$ cat src/rtl/add_sub_seq_pkg.sv
// Shared types for the sequential adder/subtractor: FSM state encoding and
// operation select constants.
package add_sub_pkg;

  typedef enum logic [1:0] {IDLE, BUSY, DONE} add_sub_state_t;

  localparam logic OP_SUB = 1'b0;
  localparam logic OP_ADD = 1'b1;

endpackage

$ cat src/rtl/add_sub_seq_if.sv
// Operand/result handshake bundle for add_sub_seq. The v_out/z_out flags only
// exist when ADD_SUB_SEQ_FLAGS_EN is defined.
interface add_sub_seq_if #(parameter int WIDTH = 32);

  logic             in_valid;
  logic             in_ready;
  logic [WIDTH-1:0] a;
  logic [WIDTH-1:0] b;
  logic             add;
  logic             out_valid;
  logic             out_ready;
  logic [WIDTH-1:0] q;
  logic             c_out;
`ifdef ADD_SUB_SEQ_FLAGS_EN
  logic             v_out;
  logic             z_out;
`endif

  modport master (
    output in_valid, a, b, add, out_ready,
    input  in_ready, out_valid, q, c_out
`ifdef ADD_SUB_SEQ_FLAGS_EN
    , input v_out, z_out
`endif
  );

  modport slave (
    input  in_valid, a, b, add, out_ready,
    output in_ready, out_valid, q, c_out
`ifdef ADD_SUB_SEQ_FLAGS_EN
    , output v_out, z_out
`endif
  );

endinterface

$ cat src/rtl/add_sub_seq_chunk.sv
// Combinational CHUNK-bit slice adder. c_msb_in is the carry into the slice
// MSB, needed for the signed overflow flag on the top slice.
module add_sub_chunk #(
  parameter int CHUNK = 8
) (
  input  logic [CHUNK-1:0] x,
  input  logic [CHUNK-1:0] y,
  input  logic             cin,
  output logic [CHUNK-1:0] s,
  output logic             cout,
  output logic             c_msb_in
);

  logic [CHUNK:0] sum;

  assign sum      = {1'b0, x} + {1'b0, y} + {{CHUNK{1'b0}}, cin};
  assign s        = sum[CHUNK-1:0];
  assign cout     = sum[CHUNK];
  // The MSB sum bit is x^y^carry_in, so the carry into it falls out by XOR.
  assign c_msb_in = x[CHUNK-1] ^ y[CHUNK-1] ^ sum[CHUNK-1];

endmodule

$ cat src/rtl/add_sub_seq.sv
// Multi-cycle WIDTH-bit adder/subtractor, one CHUNK-bit slice per cycle with a
// registered carry chain. Define ADD_SUB_SEQ_FLAGS_EN for the v_out/z_out flags.
module add_sub_seq
  import add_sub_pkg::*;
#(
  parameter int WIDTH = 32,
  parameter int CHUNK = 8
) (
  input  logic         clk,
  input  logic         rst_n,
  add_sub_seq_if.slave bus
);

  localparam int NCHUNK = WIDTH / CHUNK;
  localparam int CW     = (NCHUNK > 1) ? $clog2(NCHUNK) : 1;
  localparam logic [CW-1:0] LAST = CW'(NCHUNK - 1);

  if (WIDTH % CHUNK != 0) begin : g_chunk_check
    $error("add_sub_seq: WIDTH (%0d) must be a multiple of CHUNK (%0d)", WIDTH, CHUNK);
  end

  add_sub_state_t state, state_next;
  logic [CW-1:0]                 cnt;
  logic [NCHUNK-1:0][CHUNK-1:0]  a_reg, b_reg, q_reg, q_next;
  logic                          carry, c_reg;
  logic [CHUNK-1:0]              s;
  logic                          cout, c_msb_in;
  logic                          accept, last;

  assign accept = bus.in_valid && (state == IDLE);
  assign last   = (cnt == LAST);

  add_sub_chunk #(.CHUNK(CHUNK)) u_chunk (
    .x        (a_reg[cnt]),
    .y        (b_reg[cnt]),
    .cin      (carry),
    .s        (s),
    .cout     (cout),
    .c_msb_in (c_msb_in)
  );

  always_ff @(posedge clk or negedge rst_n) begin
    if (!rst_n) state <= IDLE;
    else        state <= state_next;
  end

  always_comb begin
    state_next = state;
    case (state)
      IDLE:    if (bus.in_valid)  state_next = BUSY;
      BUSY:    if (last)          state_next = DONE;
      DONE:    if (bus.out_ready) state_next = IDLE;
      default:                    state_next = IDLE;
    endcase
  end

  always_comb begin
    q_next      = q_reg;
    q_next[cnt] = s;
  end

  // Subtract is a + ~b + 1: invert b at accept and seed the carry with ~add.
  always_ff @(posedge clk or negedge rst_n) begin
    if (!rst_n) begin
      a_reg <= '0;
      b_reg <= '0;
      q_reg <= '0;
      carry <= 1'b0;
      c_reg <= 1'b0;
      cnt   <= '0;
    end else if (accept) begin
      a_reg <= bus.a;
      b_reg <= (bus.add == OP_SUB) ? ~bus.b : bus.b;
      carry <= (bus.add == OP_SUB);
      cnt   <= '0;
    end else if (state == BUSY) begin
      q_reg <= q_next;
      carry <= cout;
      if (last) c_reg <= cout;
      else      cnt   <= cnt + 1'b1;
    end
  end

`ifdef ADD_SUB_SEQ_FLAGS_EN
  logic v_reg, z_reg;

  always_ff @(posedge clk or negedge rst_n) begin
    if (!rst_n) begin
      v_reg <= 1'b0;
      z_reg <= 1'b0;
    end else if (state == BUSY && last) begin
      v_reg <= c_msb_in ^ cout;
      z_reg <= (q_next == '0);
    end
  end

  assign bus.v_out = v_reg;
  assign bus.z_out = z_reg;
`else
  logic flags_unused;
  assign flags_unused = c_msb_in;
`endif

  assign bus.in_ready  = (state == IDLE);
  assign bus.out_valid = (state == DONE);
  assign bus.q         = q_reg;
  assign bus.c_out     = c_reg;

endmodule

$ cat src/flat_wrapper.sv
// flat-port wrapper written by rule: the top's interface ports become plain ports
module add_sub_seq_flat import add_sub_pkg::*;
#(
  parameter int WIDTH = 32,
  parameter int CHUNK = 8
)
  (clk, rst_n, bus_in_valid, bus_a, bus_b, bus_add, bus_out_ready, bus_in_ready, bus_out_valid, bus_q, bus_c_out);
  add_sub_seq_if #(.WIDTH(WIDTH)) bus_i ();
  input  logic clk;
  input  logic rst_n;
  input wire logic [$bits(bus_i.in_valid)-1:0] bus_in_valid;
  input wire logic [$bits(bus_i.a)-1:0] bus_a;
  input wire logic [$bits(bus_i.b)-1:0] bus_b;
  input wire logic [$bits(bus_i.add)-1:0] bus_add;
  input wire logic [$bits(bus_i.out_ready)-1:0] bus_out_ready;
  output wire logic [$bits(bus_i.in_ready)-1:0] bus_in_ready;
  output wire logic [$bits(bus_i.out_valid)-1:0] bus_out_valid;
  output wire logic [$bits(bus_i.q)-1:0] bus_q;
  output wire logic [$bits(bus_i.c_out)-1:0] bus_c_out;
  assign bus_i.in_valid = bus_in_valid;
  assign bus_i.a = bus_a;
  assign bus_i.b = bus_b;
  assign bus_i.add = bus_add;
  assign bus_i.out_ready = bus_out_ready;
  assign bus_in_ready = bus_i.in_ready;
  assign bus_out_valid = bus_i.out_valid;
  assign bus_q = bus_i.q;
  assign bus_c_out = bus_i.c_out;
  add_sub_seq #(.WIDTH(WIDTH), .CHUNK(CHUNK)) u_core (.clk(clk), .rst_n(rst_n), .bus(bus_i));
endmodule
$ cat config.mk
export PLATFORM = sky130hd
export DESIGN_NAME = add_sub_seq_flat
export DESIGN_NICKNAME = d
export VERILOG_FILES = /design/src/rtl/add_sub_seq_pkg.sv /design/src/rtl/add_sub_seq_if.sv /design/src/rtl/add_sub_seq_chunk.sv /design/src/rtl/add_sub_seq.sv /design/src/flat_wrapper.sv
export SDC_FILE = /design/constraint.sdc
export NUM_CORES = 1
export LEC_CHECK = 0
export ABC_AREA = 1
export BUFFER_PORTS_ARGS = -buffer_cell sky130_fd_sc_hd__buf_2
export CAP_MARGIN = 20
export CORE_MARGIN = 4
export CORE_UTILIZATION = 25
export CTS_BUF_LIST = sky130_fd_sc_hd__clkbuf_4
export CTS_CLUSTER_DIAMETER = 200
export DETAILED_ROUTE_END_ITERATION = 8
export PLACE_DENSITY = 0.46
export SYNTH_ARGS = -nofsm -noshare
export SYNTH_HDL_FRONTEND = slang
export SYNTH_HIERARCHICAL = 1
export SYNTH_SLANG_ARGS = --single-unit
$ cat constraint.sdc
create_clock -name clk -period 4.15 [get_ports clk]
set_clock_uncertainty 0.2 [all_clocks]
set_input_delay 0.2075 -clock clk [delete_from_list [all_inputs] [get_ports clk]]
set_output_delay 0.2075 -clock clk [all_outputs]
set_load 0.03 [all_outputs]
==> metrics.yaml <==
sta:
  setup_viol: 0
  finalHoldViolations: 0
  tns_ns: 0
  finalCritPeriodShare: 0.8549
  rsz0062_at_grt: "false"
  post-route-min-period_ns: 3.548
  relSlewSlack: 0.3513
  fin_ws_ns: 0.6023
  clock.fmax_ghz: 0.2819
  tightest_slew_ns: 0.9730
  drv_slew: 0
power_and_ir_drop:
  power.leakage_nw: 4.081
  ir_worst_vdd_v: 0.0002702
  power_density_nw_per_um2: 764.2
placement:
  place.gp.congestion: 0.7282
  pre_cts_ws_ns: 0.6749
  numPortBuffers: 103
  dp_hpwl_mm: 10.89
  place_area_sq_um: 6145
layout:
  nNetsFinal: 1020
  fillers: 2325
  design_area_sq_um: 6958
  fin_util: 0.3289
  drive_above_1_share: 0.1403
  area_growth_pct: 28.85
  diodes: 0
  multiInputGateArea_sq_um: 2434
  final_cell_mix: "nand2_1 (517), buf_2 (102), dfrtp_1 (102)"
  seqCellArea_sq_um: 2552
  final_common_cell: "nand2_1"
critical_path:
  r2r_cells: 15
  cp-end-kind: "flip-flop"
  r2r_setup_slack_ns: 0.60
  cp.arrival_ns: 3.71
  worstSetupStartpointType: "flip-flop"
  worstPathRequired_ns: 4.31
  regToRegEndpoint: "u_core/bus.q[14]$_DFFE_PN0P_"
  endpoint: "u_core/bus.q[14]$_DFFE_PN0P_"
  path_class: "reg2reg"
  r2r-start: "u_core/cnt[0]$_DFFE_PN0P_"
  crit_path_start: "u_core/cnt[0]$_DFFE_PN0P_"
  crit_fanout: 19
cts:
  cts_setup_buffers: 0
  htree_levels: 3
  clk_pin_slew_ns: 0.16
  clock_latency_ns: 0.47
  cts_made_buffers: 9
  cts_buffer_depth: 2
  root_buffer: "clkbuf_4"
  cts_tree: "done"
  cts.sinks: 102
logic_synthesis:
  syn_inst: 780
  synth_top_family_by_area: "simple AND/OR/NAND/NOR gates"
  syn-num-nets: 862
  synth-simple-area-share: 0.3862
  synth_mux_area_frac: 0
  synth_fa_ha_area_frac: 0.03290
  avgSynthCellArea_sq_um: 6.923
  syn-cell-area_sq_um: 5400
  ys_seq_area_frac: 0.4727
  synth.distinct_cells: 27
  synth_compound_area_frac: 0.02665
  ys_seq_elements: 102
  ys_warn_count: 6
  synth_xor_xnor_area_share: 0.004866
detailed_routing:
  via_per_inst: 4.081
  drc_errors: 0
  dr_total_vias: 4963
  drtAntennaViolNets: 0
  drtIter0Drc: 185
  firstDrtPassIters: 4
  wl_per_cell_um: 12.40
  routed_wl_mm: 15.08
job:
  maxCapViolations: 0
floorplanning:
  core_area_sq_um: 21150
  rows: 53
  dieArea_sq_um: 24020
  io_pins: 104
  die_width_um: 155.0
  dieHeight_um: 155.0
  initial_core_util: 0.2553
grt:
  grt_usage: 0.1302
  gr-total-overflow: 0
  antenna_found_initial: 0
  grt_pass1_vias: 4857
  grt_pass1_wl_mm: 25.25
  grt_max_degree: 68
run_status:
  status: "finished, final reports clean"
min_path:
  holdCritPathClass: "in2async"
-- cells by family after synthesis --
logic type               count (synthesis)
buffers and inverters                   99
XOR/XNOR                                 3
AO/OA/AOI/OAI                           20
adder cells (fa/ha/maj)                 13
flip-flops                             102
AND/OR/NAND/NOR                        543
-- final cells by class --
type,instances,share of cell area
clock buffers,9,0.009710
clock inverters,5,0.003956
multi-input cells,579,0.3498
repair buffers,177,0.1831
inverters,69,0.03722
flip-flops and latches,102,0.3668
well taps,275,0.04945
-- critical path, cell delays in order, from the launching register on --
cell      delay [ns]
dfrtp_1         0.70
clkinv_1        0.62
nand2_1         0.18
nand2_1         0.07
nand2_1         0.05
nand2_1         0.07
fa_1            0.47
fa_1            0.43
nand2_1         0.09
nand2_1         0.07
nand3b_1        0.10
nand2_1         0.07
nand2_1         0.06
nand2_1         0.10
nand2_1         0.09
nand2_1         0.05
-- metal layers --
layer	wire, um	up-vias	track usage
li1	-	2640	-
met1	7475	2229	0.1821
met2	6876	83	0.2100
met3	594	11	0.02615
met4	134	0	0.02649
met5	0	-	0
-- worst min-delay path by stage --
stage | cells after the start | slack (ns) | endpoint
floorplan | 0 | -0.29 | u_core/a_reg[0]$_DFFE_PN0P_
global placement | 1 | -0.02 | u_core/bus.q[16]$_DFFE_PN0P_
detailed placement | 1 | -0.02 | u_core/bus.q[16]$_DFFE_PN0P_
CTS | 3 | 0.02 | u_core/bus.q[29]$_DFFE_PN0P_
global route | 3 | 0.03 | u_core/bus.q[29]$_DFFE_PN0P_
finish | 3 | 0.04 | u_core/bus.q[29]$_DFFE_PN0P_
-- through the flow --
stage	hold WS [ns]	power (mW)	cells
2_1_floorplan	-0.2881	3.966	780
3_3_place_gp	-0.02310	4.905	1133
3_5_place_dp	-0.02129	4.934	1133
4_1_cts	0.01773	5.444	1215
5_1_grt	0.03167	5.935	1216
6_report	0.04163	5.317	1216
-- Yosys cell counts, drive strengths merged --
cell type	number	share of area
nand3b	1	0.0014
dfrtp	102	0.47
clkbuf	6	0.0042
clkinv	2	0.0014
xnor2	1	0.0016
inv	67	0.047
ha	11	0.025
o21ai	1	0.00093
nand3	11	0.011
fa	2	0.0074
nand2	521	0.36
buf	24	0.025
xor2	2	0.0032
or2	1	0.0012
nor2	8	0.0074
a21oi	3	0.0035
o211ai	16	0.022
nand4	1	0.0012
-- what timing repair did --
item                      in CTS  in global routing
resized for setup              0                  0
hold buffers                  68                  0
hold endpoints to repair     122                  0
-- power breakdown --
part / total (mW) / internal, mW / leakage (nW) / switching (mW)
clock: 0.438 / 0.114 / 0.0592 / 0.324
combinational: 3.13 / 1.01 / 2.74 / 2.12
sequential: 1.75 / 1.46 / 1.28 / 0.288
total: 5.32 / 2.58 / 4.08 / 2.74
Note: power is estimated with default switching activity, not from simulation.
